<file path="src/rtl/voice_scheduler_pkg.sv">
// ============================================================================
// Module      : voice_scheduler_pkg
// Description : Shared widths, FSM states and round-robin pick for the
//               voice scheduler.
// Revision    : 1.0 - initial release
// ============================================================================
`default_nettype none

package voice_scheduler_pkg;

    localparam int NOTE_W     = 6;
    localparam int DUR_W      = 6;
    localparam int ENTRY_W    = NOTE_W + DUR_W;
    localparam int MAX_VOICES = 8;

    typedef enum logic [0:0] {
        ST_IDLE  = 1'b0,
        ST_ISSUE = 1'b1
    } state_e;

    // Returns {found, index} of the first set bit at or after ptr, wrapping at n.
    function automatic logic [3:0] rr_pick(
        input logic [MAX_VOICES-1:0] free,
        input logic [2:0]            ptr,
        input int                    n
    );
        logic [3:0] res;
        int         sum;
        res = '0;
        for (int k = MAX_VOICES - 1; k >= 0; k--) begin
            if (k < n) begin
                sum = int'(ptr) + k;
                if (sum >= n) begin
                    sum = sum - n;
                end
                if (free[sum[2:0]]) begin
                    res = {1'b1, sum[2:0]};
                end
            end
        end
        return res;
    endfunction

endpackage

`default_nettype wire

</file>
<file path="src/rtl/voice_scheduler_note_fifo.sv">
// ============================================================================
// Module      : note_fifo
// Description : Pending-note FIFO with occupancy count and synchronous clear.
// Revision    : 1.0 - initial release
// ============================================================================
`default_nettype none

module note_fifo
    import voice_scheduler_pkg::*;
#(
    parameter int WIDTH = ENTRY_W,
    parameter int DEPTH = 4
) (
    input  logic                     clk,
    input  logic                     reset,
    input  logic                     clear_i,
    input  logic                     push_i,
    input  logic                     pop_i,
    input  logic [WIDTH-1:0]         wdata_i,
    output logic [WIDTH-1:0]         rdata_o,
    output logic [$clog2(DEPTH):0]   count_o,
    output logic                     full_o,
    output logic                     empty_o
);

    localparam int AW = $clog2(DEPTH);
    localparam int CW = AW + 1;

    logic [WIDTH-1:0] mem_q [DEPTH];
    logic [AW-1:0]    wr_ptr_q;
    logic [AW-1:0]    rd_ptr_q;
    logic [CW-1:0]    count_q;
    logic             do_push;
    logic             do_pop;

    assign full_o  = (count_q == CW'(DEPTH));
    assign empty_o = (count_q == '0);
    assign do_push = push_i & ~full_o;
    assign do_pop  = pop_i & ~empty_o;
    assign rdata_o = mem_q[rd_ptr_q];
    assign count_o = count_q;

    always_ff @(posedge clk or negedge reset) begin
        if (!reset) begin
            wr_ptr_q <= '0;
            rd_ptr_q <= '0;
            count_q  <= '0;
        end else if (clear_i) begin
            wr_ptr_q <= '0;
            rd_ptr_q <= '0;
            count_q  <= '0;
        end else begin
            if (do_push) begin
                wr_ptr_q <= wr_ptr_q + 1'b1;
            end
            if (do_pop) begin
                rd_ptr_q <= rd_ptr_q + 1'b1;
            end
            count_q <= count_q + CW'(do_push) - CW'(do_pop);
        end
    end

    always_ff @(posedge clk) begin
        if (do_push && !clear_i) begin
            mem_q[wr_ptr_q] <= wdata_i;
        end
    end

endmodule

`default_nettype wire

</file>
<file path="src/rtl/voice_scheduler.sv">
// ============================================================================
// Module      : voice_scheduler
// Description : Buffers incoming notes and dispatches each to a free voice
//               with round-robin priority and a one-cycle load strobe.
// Revision    : 1.0 - initial release
// ============================================================================
`default_nettype none

module voice_scheduler
    import voice_scheduler_pkg::*;
#(
    parameter int NUM_VOICES  = 3,
    parameter int FIFO_DEPTH  = 4,
    parameter int ACK_TIMEOUT = 4
) (
    input  logic                        clk,
    input  logic                        reset,
    input  logic                        note_valid,
    input  logic [NOTE_W-1:0]           note_in,
    input  logic [DUR_W-1:0]            duration_in,
    output logic                        note_ready,
    input  logic                        play_enable,
    input  logic                        flush,
    input  logic [NUM_VOICES-1:0]       voice_done,
    output logic [NUM_VOICES-1:0]       load_new_note,
    output logic [NOTE_W-1:0]           note_out,
    output logic [DUR_W-1:0]            duration_out,
    output logic                        player_available,
    output logic [$clog2(FIFO_DEPTH):0] fifo_count
);

    localparam int         TW   = $clog2(ACK_TIMEOUT + 1);
    localparam logic [2:0] LAST = 3'(NUM_VOICES - 1);

    state_e                  state_q, state_d;
    logic [2:0]              rr_q;
    logic [2:0]              grant_q;
    logic [NOTE_W-1:0]       note_q;
    logic [DUR_W-1:0]        dur_q;
    logic [NUM_VOICES-1:0]   mask_q;
    logic [TW-1:0]           cnt_q [NUM_VOICES];

    logic [NUM_VOICES-1:0]   free_w;
    logic [3:0]              pick_w;
    logic                    start_w;
    logic [ENTRY_W-1:0]      head_w;
    logic                    fifo_empty_w;
    logic                    fifo_full_w;

    assign free_w           = voice_done & ~mask_q;
    assign player_available = |free_w;
    assign pick_w           = rr_pick(8'(free_w), rr_q, NUM_VOICES);
    assign start_w          = (state_q == ST_IDLE) && !fifo_empty_w && play_enable
                              && pick_w[3] && !flush;
    assign note_ready       = ~fifo_full_w;
    assign note_out         = note_q;
    assign duration_out     = dur_q;

    note_fifo #(
        .WIDTH (ENTRY_W),
        .DEPTH (FIFO_DEPTH)
    ) u_fifo (
        .clk     (clk),
        .reset   (reset),
        .clear_i (flush),
        .push_i  (note_valid & note_ready),
        .pop_i   (start_w),
        .wdata_i ({note_in, duration_in}),
        .rdata_o (head_w),
        .count_o (fifo_count),
        .full_o  (fifo_full_w),
        .empty_o (fifo_empty_w)
    );

    always_ff @(posedge clk or negedge reset) begin
        if (!reset) begin
            state_q <= ST_IDLE;
        end else begin
            state_q <= state_d;
        end
    end

    always_comb begin
        state_d = state_q;
        case (state_q)
            ST_IDLE:  if (start_w) state_d = ST_ISSUE;
            ST_ISSUE: state_d = ST_IDLE;
            default:  state_d = ST_IDLE;
        endcase
        if (flush) begin
            state_d = ST_IDLE;
        end
    end

    always_comb begin
        load_new_note = '0;
        for (int i = 0; i < NUM_VOICES; i++) begin
            if ((state_q == ST_ISSUE) && !flush && (grant_q == 3'(i))) begin
                load_new_note[i] = 1'b1;
            end
        end
    end

    always_ff @(posedge clk or negedge reset) begin
        if (!reset) begin
            rr_q    <= '0;
            grant_q <= '0;
            note_q  <= '0;
            dur_q   <= '0;
        end else if (start_w) begin
            grant_q <= pick_w[2:0];
            rr_q    <= (pick_w[2:0] == LAST) ? 3'd0 : pick_w[2:0] + 3'd1;
            note_q  <= head_w[ENTRY_W-1:DUR_W];
            dur_q   <= head_w[DUR_W-1:0];
        end
    end

    // A just-loaded voice stays masked until its done flag drops or the timeout expires.
    always_ff @(posedge clk or negedge reset) begin
        if (!reset) begin
            mask_q <= '0;
            for (int i = 0; i < NUM_VOICES; i++) begin
                cnt_q[i] <= '0;
            end
        end else begin
            for (int i = 0; i < NUM_VOICES; i++) begin
                if (flush) begin
                    mask_q[i] <= 1'b0;
                    cnt_q[i]  <= '0;
                end else if ((state_q == ST_ISSUE) && (grant_q == 3'(i))) begin
                    mask_q[i] <= 1'b1;
                    cnt_q[i]  <= '0;
                end else if (mask_q[i]) begin
                    if (!voice_done[i] || (cnt_q[i] == TW'(ACK_TIMEOUT - 1))) begin
                        mask_q[i] <= 1'b0;
                    end else begin
                        cnt_q[i] <= cnt_q[i] + 1'b1;
                    end
                end
            end
        end
    end

endmodule

`default_nettype wire

</file>
<file path="config.mk">
export PLATFORM = sky130hd
export DESIGN_NAME = voice_scheduler
export DESIGN_NICKNAME = d
export VERILOG_FILES = /design/src/rtl/voice_scheduler_pkg.sv /design/src/rtl/voice_scheduler_note_fifo.sv /design/src/rtl/voice_scheduler.sv
export SDC_FILE = /design/constraint.sdc
export NUM_CORES = 1
export LEC_CHECK = 0
export ABC_AREA = 1
export CAP_MARGIN = 20
export CORE_UTILIZATION = 30
export CTS_CLUSTER_DIAMETER = 40
export DETAILED_ROUTE_END_ITERATION = 7
export PLACE_DENSITY = 0.57
export SLEW_MARGIN = 10
export SYNTH_ARGS = -nofsm -noshare
export SYNTH_HDL_FRONTEND = slang
export SYNTH_SLANG_ARGS = --single-unit
</file>
<file path="constraint.sdc">
create_clock -name clk -period 6.3 [get_ports clk]
set_input_delay 1.575 -clock clk [delete_from_list [all_inputs] [get_ports clk]]
set_output_delay 1.575 -clock clk [all_outputs]
set_load 0.005 [all_outputs]
</file>
==> metrics <==
status finished clean; setup TNS 0 ns; crit path time final 4.57 ns; Via Count 2870; Critical R2R Capture u_fifo.count_o[2]; Synth warnings 0; # setup viols final 0; Post-Route Skew just over 0.007 ns; Crit. End Element primary output; Syn Area/Cell 9.97 um^2; CORE AREA ~0.013 mm^2; peak fanout along the critical path 4; most frequent cells in the layout nand2_1 (84), nor2_1 (50), edfxtp_1 (48), inv_1 (39); clk slew on worst S/H paths approximately 0.07 ns; Cells after Synth 414; DIE AREA between 0.01 and 0.015 mm^2; gr usage total between 10% and 20%; most common cell after layout, fill and taps aside nand2_1; layout cells sized above 1 12.4%; routed wire length 8.29 mm; largest net degree at the start of global routing 39; leakage 0.00216 uW; die width 119 um; Reg2Reg Depth 18; antenna violations before repair 0; # DRC 0; VDD IR-drop max ~230 uV; global-route wire length before repair between 10 and 15 mm; maxcap violations 0; fin util 37.4%; clk_lat worst skew about 0.34 ns; share of the yosys chip area belonging to registers 57.9%; maximum clock insertion buffer count 2; Root Buffer clkbuf_16; H-tree Lvls 3; Syn Std Cell Area 0.00413 mm^2; most used cell, CP clkdlybuf4s50_1; antenna diode count 0; Tcrit/Tclk final 72.6%; number of global-route vias before repair 2849; Hold Crit Depth 2; final hold slack 0.496 ns; Power Total 2100 uW; Fin. Hold Viols 0; Final Slew Violations 0; slew margin rel. 43.9%; TritonCTS clock tree built; Crit. path cell count 5; flop2flop setup slack 2.90 ns; IO buf count 39; first-iteration detailed-routing DRC count 116; drt wl/cell 13.0 um; clk sinks 86; synthesized flop and latch total between 80 and 90; WP buf/inv 3; fmax 219 MHz; die height about 120 um; hold endpoint cnt_q[2]; Pre-antenna DRT Iters 4; Worst setup SP type primary input; GRT overflow 0; largest area contributor in the netlist edfxtp_1; HPWL after DPL 5.82 mm; # resized after CTS 0; Hold WC Path Type reg -> reg; Starting Density 30.9%; RSZ-0062 raised after global routing no; Critical Path, Cell by Cell clkdlybuf4s50_1 > inv_1 > nor2_1 > nand3b_1 > clkdlybuf4s50_1; row count 42; synth-to-layout area growth 21.0%; Ports 40; PD cells 421 mW/mm^2; Hold Startpoint cnt_q[2]; worst r2r src rr_q[0]; Total Nets Final 496; CTS buffer count 9; postcts setup bufs 0; Crit-path slowest cell clkdlybuf4s50_1; CP max stage delay roughly 0.5 ns; Detail Route Antenna Nets 0; syn_nets 454; GP Congestion 0.813; CTS Hold Bufs 0; CP Data Required Time 4.72 ns; Arr. time, crit path ~3 ns; Unique masters post-synth 37; vias per inst around 4.5; top-area cell type share of the netlist area a little over a third; main area contributors after synthesis edfxtp_1 (35%), dfrtp_1 (23%), nand2_1 (7.6%); Worst path top cell family by delay buffers and inverters; Worst Tran Pin Value 0.841 ns; crit path kind in -> out
-- logic make-up after synthesis --
family | Yosys count | share of synthesized area [%]
and+or+nand+nor | 190 | 21.0
adders and majority gates | 20 | 6.24
xor gates and xnor gates | 2 | 0.424
DFF | 86 | 57.9
AOI/OAI and AO/OA | 60 | 8.27
buffers and inverters | 56 | 6.12
-- cells in the mapped netlist --
| library cell | instances |
|---|---|
| nand4_1 | 2 |
| o31ai_1 | 1 |
| buf_1 | 1 |
| o21ai_0 | 32 |
| nor2_1 | 50 |
| xnor2_1 | 1 |
| edfxtp_1 | 48 |
| nor4_1 | 2 |
| nor2_2 | 3 |
| clkbuf_1 | 7 |
| o21ai_1 | 3 |
| nand2_1 | 84 |
| nand3b_1 | 1 |
| buf_12 | 1 |
| inv_2 | 2 |
| nand3_2 | 5 |
| buf_4 | 1 |
| a32o_1 | 1 |
| inv_1 | 39 |
| a21oi_1 | 6 |
| clkinv_1 | 1 |
| xor2_1 | 1 |
| nor3_1 | 1 |
| o22ai_1 | 13 |
| and3_1 | 1 |
| nand2_2 | 16 |
| dfrtp_1 | 38 |
| nand3_1 | 20 |
| buf_6 | 2 |
| nand2_4 | 4 |
| o21ai_2 | 3 |
| fa_1 | 1 |
| or2_2 | 1 |
| inv_4 | 1 |
| inv_6 | 1 |
| ha_1 | 19 |
| o2111a_1 | 1 |
-- worst reg2reg max path: cells and delay by family (launching register included) --
family / cells / cell delay [ns]
buffers and inverters: 3 / 0.32
flip-flops: 1 / 0.55
adder cells (fa/ha/maj): 5 / 1.26
AND/OR/NAND/NOR: 10 / 1.18
-- worst max-delay path by stage --
stage | start | to
after floorplan | voice_done[1] | u_fifo.count_o[2]
after global placement | voice_done[1] | player_available
after detailed placement | flush | u_fifo.count_o[2]
after CTS | voice_done[1] | player_available
after global routing | voice_done[1] | player_available
final | voice_done[1] | player_available
-- state kept, by name (all words and copies together) (netlist names), 3 cells and up --
signal,flops
note_out,6
u_fifo.count_o,3
grant_q,3
cnt_q,9
rr_q,3
duration_out,6
mask_q,3
u_fifo.mem_q,48
-- per-stage QoR --
| step | instance area (um^2) | setup WS [ns] | instances |
|---|---|---|---|
| after floorplan | 4130 | 2.70 | 414 |
| after global placement | 4680 | 1.70 | 621 |
| after detailed placement | 4680 | 1.62 | 621 |
| after CTS | 5000 | 1.69 | 637 |
| after global routing | 5000 | 1.62 | 637 |
| final | 5000 | 1.73 | 637 |
-- routing by layer --
metal	wire, um	GRT usage [%]	part of all wire, %
met1	3700	15.5	45
met2	4250	22.5	51
met3	223	2.68	2.7
met4	113	4.61	1.4
met5	0	0	0
-- where the power goes --
group          internal, uW  switching (uW)  leakage [uW]  total, uW
combinational           316             464       0.00108        781
sequential              684            84.5      0.000939        769
clock                   316             236      0.000150        553
total                  1320             785       0.00216       2100
-- layout make-up --
type	count	area (um^2)
clock buffers	9	225
clock inverters	7	86.3
fillers	1333	8350
inverters	44	173
multi-input cells	272	1480
flip-flops and latches	86	2390
well taps	176	220
repair buffers	43	415
Power figures use the tool's default switching activity.
==> RTL edit 1 (config.mk and constraints unchanged) <==
`NOTE_W`: 6 -> 3.
--- a/src/rtl/voice_scheduler_pkg.sv
+++ b/src/rtl/voice_scheduler_pkg.sv
@@ -8,7 +8,7 @@
 
 package voice_scheduler_pkg;
 
-    localparam int NOTE_W     = 6;
+    localparam int NOTE_W     = 3;
     localparam int DUR_W      = 6;
     localparam int ENTRY_W    = NOTE_W + DUR_W;
     localparam int MAX_VOICES = 8;
Interface: changed (resized note_in and note_out); port bits go from 40 to 34. The function was not compared with the original's and may differ.
==> RTL edit 1 against the unedited design <==
Clock skew fell by 0.0019 ns; synthesized area is 14% lower; count of clock-buffer cells in the layout grew 1; combinational power is 2.7% lower; sequential cell count shrank 15; wire length decreased by 17%; total power fell by 9.7%; cell area down 14%; worst setup slack better by 0.0074 ns; fmax up 0.16%; first-iteration DRC count decreased by 10%; clock power shrank 11%; largest power group unchanged.
==> RTL edit 1: results (changes against the unedited design) <==
outcome:
  status: "finished, final reports clean"  # unchanged
placed_design:
  dp_slack_ns: 1.42  # was 1.62 ns
  dp_hpwl_um: 5000  # was 5820 um
  dp.cells: 541  # was 621
  place_area_um2: 3980  # was 4680 um2
  io_buffers: 33  # was 39
  place.gp.congestion: 0.753  # was 0.813
layout:
  diodes: 0  # unchanged
  drive_above_1_share_pct: 10.1  # was 12.4%
  nFillCells: 1167  # was 1,333
  finish.net_count: 446  # was 496
  largest_reg_flops: 36  # was 48
critical_path:
  worstReg2RegStart: "rr_q[0]"  # unchanged
  rr_endpoint: "u_fifo.count_o[2]"  # unchanged
  r2r_cells: 16  # was 18
  cp_max_fo: 13  # was 4
  reg2reg_setup_slack_ns: 2.71  # was 2.90 ns
  cp.arrival_ns: 2.99  # was 3.00 ns
sta:
  slew_headroom_pct: 41.6  # was 43.9%
  skew_ns: 0.00536  # was 0.00721 ns
  hold_ws_ns: 0.484  # was 0.496 ns
synthesis:
  synthesis.nets: 411  # was 454
  synthArstFlopShare_pct: 49.3  # was 44.2%
  synthTopCellsByArea: "edfxtp_1 (31%), dfrtp_1 (25%), nand2_1 (9.3%)"  # was edfxtp_1 (35%), dfrtp_1 (23%), nand2_1 (7.6%)
  avgSynthCellArea_um2: 9.45  # was 9.97 um2
  synth_top_cells_by_count: "nand2_1 (88), nor2_1 (45), edfxtp_1 (36)"  # was nand2_1 (84), nor2_1 (50), edfxtp_1 (48)
  ys_seq_area_share_pct: 55.3  # was 57.9%
  ys.flop_type: "edfxtp_1"  # unchanged
  synth-edff-count: 36  # was 48
global_routing:
  grt_pass1_wl_um: 11600  # was 14,100 um
  grt_max_degree: 36  # was 39
  grt_usage_pct: 12.1  # was 12.8%
  antenna_found_initial: 0  # unchanged
  grt_pass1_vias: 2384  # was 2,849
power_and_ir_drop:
  vdd_drop_max_mv: 0.213  # was 0.232 mV
  total_leakage_power_nw: 1.91  # was 2.16 nW
detailed_routing:
  wl_per_cell_um: 12.4  # was 13.0 um
  highest_layer: "met4"  # unchanged
  wl_met3_um: 241  # was 223 um
  route.met2.wl_um: 3370  # was 4250 um
  vias: 2542  # was 2,870
  vias_per_cell: 4.56  # was 4.51
  met1_length_um: 3210  # was 3700 um
  drt_iter0_markers: 104  # was 116
clock_network:
  cts_resized: 0  # unchanged
  clk_pin_slew_ns: 0.06
  cts_setup_buffers: 0  # unchanged
  clock_path_buffers: 2  # unchanged
worst_hold_path:
  hold_end: "note_out[1]"  # was cnt_q[2]
  hold_path_startpoint: "note_out[1]"  # was cnt_q[2]
RTL edit 1: report_power, final:
part           switching, mW  internal [mW]  leakage (nW)  total (mW)
Sequential            0.0789          0.567         0.792       0.646
Combinational          0.457          0.303         0.977       0.760
Clock                  0.197          0.296         0.147       0.492
Total                  0.732           1.17          1.91        1.90
RTL edit 1: area by class of cell:
cell class	instances	area (um2)	share of cell area [%]
flip-flops and latches	71	1960	45.7
multi-input cells	251	1360	31.7
repair buffers	33	325	7.60
clock buffers	10	250	5.85
well taps	143	179	4.18
inverters	43	164	3.83
clock inverters	6	50.0	1.17
RTL edit 1: critical path: stages:
cell	delay, ns
clkdlybuf4s50_1	0.67
nor2_1	0.22
clkdlybuf4s50_1	0.52
RTL edit 1: logic make-up (layout without fill, tap and decap cells):
kind of cell,after synthesis,count (layout),synth area share (%)
AND/OR/NAND/NOR,178,178,22.1
buffers and inverters,52,92,6.33
XOR/XNOR,2,2,0.495
AO/OA/AOI/OAI,51,51,8.42
flip-flops,71,71,55.3
adder cells (fa/ha/maj),20,20,7.29
RTL edit 1: routing by layer:
| metal | vias up | track usage, % |
|---|---|---|
| li1 | 1320 | - |
| met1 | 1171 | 15.5 |
| met3 | 8 | 3.24 |
| met5 | - | 0 |
| met2 | 43 | 19.9 |
| met4 | 0 | 3.73 |
RTL edit 1: worst max path at each step:
stage	startpoint	to	slack (ns)	cells past startpoint
3_3_place_gp	flush	u_fifo.count_o[2]	1.58	12
4_1_cts	flush	load_new_note[1]	1.70	3
5_1_grt	flush	u_fifo.count_o[2]	1.52	12
2_1_floorplan	voice_done[1]	u_fifo.count_o[2]	2.65	18
3_5_place_dp	flush	u_fifo.count_o[2]	1.42	12
6_report	flush	load_new_note[1]	1.74	3
==> RTL edit 2 (config.mk and constraints unchanged) <==
Made on the original files. Register the output `fifo_count`; this adds one clock of latency there. The other outputs are not delayed to match.
--- a/src/rtl/voice_scheduler.sv
+++ b/src/rtl/voice_scheduler.sv
@@ -31,6 +31,8 @@
 
     localparam int         TW   = $clog2(ACK_TIMEOUT + 1);
     localparam logic [2:0] LAST = 3'(NUM_VOICES - 1);
+
+    logic [$clog2(FIFO_DEPTH):0] fifo_count_d;
 
     state_e                  state_q, state_d;
     logic [2:0]              rr_q;
@@ -67,7 +69,7 @@
         .pop_i   (start_w),
         .wdata_i ({note_in, duration_in}),
         .rdata_o (head_w),
-        .count_o (fifo_count),
+        .count_o (fifo_count_d),
         .full_o  (fifo_full_w),
         .empty_o (fifo_empty_w)
     );
@@ -141,6 +143,10 @@
         end
     end
 
+    always_ff @(posedge clk) begin
+        fifo_count <= fifo_count_d;
+    end
+
 endmodule
 
 `default_nettype wire
Function: changed (a bounded check fails within 4 cycles, from zero or initial values and one cycle with reset low).
==> RTL edit 2 against the unedited design <==
Sequential share of layout area is 1.3 points higher; cell area is 0.10% lower; first-iteration DRC count is 5.2% lower; final cell count is 1.7% higher; sequential cell count is 3 higher; total power is 1.2% higher; wire length is 3.3% higher; synthesized area hardly changed; global-route usage is 0.22 points higher; worst setup slack worse by 0.032 ns; synthesized cell count is 2.9% higher.
==> RTL edit 2: results (changes against the unedited design) <==
placed_design:
  place.gp.congestion: 0.852  # was 0.813
  io_buffers: 39  # unchanged
  dp_hpwl_um: 6020  # was 5820 um
  place_area_um2: 4700  # was 4680 um2
  dp_slack_ns: 1.62  # about the same
detailed_routing:
  drt_iter0_markers: 110  # was 116
  vias: 2951  # was 2,870
  drt_wl_total_um: 8560  # was 8290 um
layout:
  buffer_area_share_pct: 8.32  # was 8.31%
  multi_input_area_um2: 1430  # was 1480 um2
  multi_input_gates: 279  # was 272
  stdcell_count: 648  # was 637
  inv_count: 45  # was 44
  finish.net_count: 507  # was 496
  seq_area_um2: 2450  # was 2390 um2
  n_clock_buffer: 10  # was 9
  drive_above_1_share_pct: 6.99  # was 12.4%
  nNonClkBuffers: 43  # unchanged
  seq_cell_count: 89  # was 86
  nFillCells: 1370  # was 1,333
  clock_tree_area_fraction_pct: 5.92  # was 6.24%
critical_path:
  cp-startpoint: "flush"  # was voice_done[1]
  worstReg2RegStart: "rr_q[0]"  # unchanged
  cp_max_fo: 13  # was 4
  cp.arrival_ns: 3.03  # was 3.00 ns
  crit_path_end: "load_new_note[2]"  # was player_available
  r2r_cells: 19  # was 18
  rr_endpoint: "u_fifo.count_o[2]"  # unchanged
  reg2reg_setup_slack_ns: 2.92  # was 2.90 ns
power_and_ir_drop:
  total_leakage_power_nw: 2.19  # was 2.16 nW
  vdd_drop_max_mv: 0.187  # was 0.232 mV
  p_per_area_nw_per_um2: 426  # was 421 nW/um2
global_routing:
  grt_usage_pct: 13.0  # was 12.8%
  grt_pass1_wl_um: 14300  # was 14,100 um
worst_hold_path:
  holdPathStages: 0  # was 2
  hold_path_startpoint: "u_fifo.count_o[2]"  # was cnt_q[2]
  hold_end: "fifo_count[2]"  # was cnt_q[2]
synthesis:
  synthArstFlopShare_pct: 42.7  # was 44.2%
  synthTopCellsByArea: "edfxtp_1 (35%), dfrtp_1 (23%), nand2_1 (9.5%)"  # was edfxtp_1 (35%), dfrtp_1 (23%), nand2_1 (7.6%)
  synth_top_cells_by_count: "nand2_1 (105), nor2_1 (54), edfxtp_1 (48)"  # was nand2_1 (84), nor2_1 (50), edfxtp_1 (48)
  ys_types: 36  # was 37
  synthesis.nets: 466  # was 454
  ys_seq_area_share_pct: 59.4  # was 57.9%
  avgSynthCellArea_um2: 9.70  # was 9.97 um2
sta:
  clock.fmax_ghz: 0.217  # was 0.219 GHz
  hold_ws_ns: 0.422  # was 0.496 ns
  slew_headroom_pct: 43.6  # was 43.9%
  skew_ns: 0.00624  # was 0.00721 ns
outcome:
  status: "finished, final reports clean"  # unchanged
-- RTL edit 2: power by group --
part,switching [mW],internal (mW)
Clock,0.218,0.308
Combinational,0.485,0.318
Sequential,0.0853,0.715
Total,0.788,1.34
-- RTL edit 2: cells by family after synthesis --
group                    share of synthesized area (%)
flip-flops                                        59.4
AND/OR/NAND/NOR                                   20.0
AO/OA/AOI/OAI                                     7.93
buffers and inverters                             6.00
adder cells (fa/ha/maj)                           6.24
XOR/XNOR                                         0.424
-- RTL edit 2: layer usage --
layer  up-vias  wire [um]  GRT usage, %
li1       1492          -             -
met1      1400       4000          16.0
met2        46       4130          22.0
met3        13        287          3.02
met4         0        146          5.31
met5         -          0             0
-- RTL edit 2: critical path: stages --
cell	delay [ns]
clkdlybuf4s50_1	0.70
nor2_1	0.23
clkdlybuf4s50_1	0.52
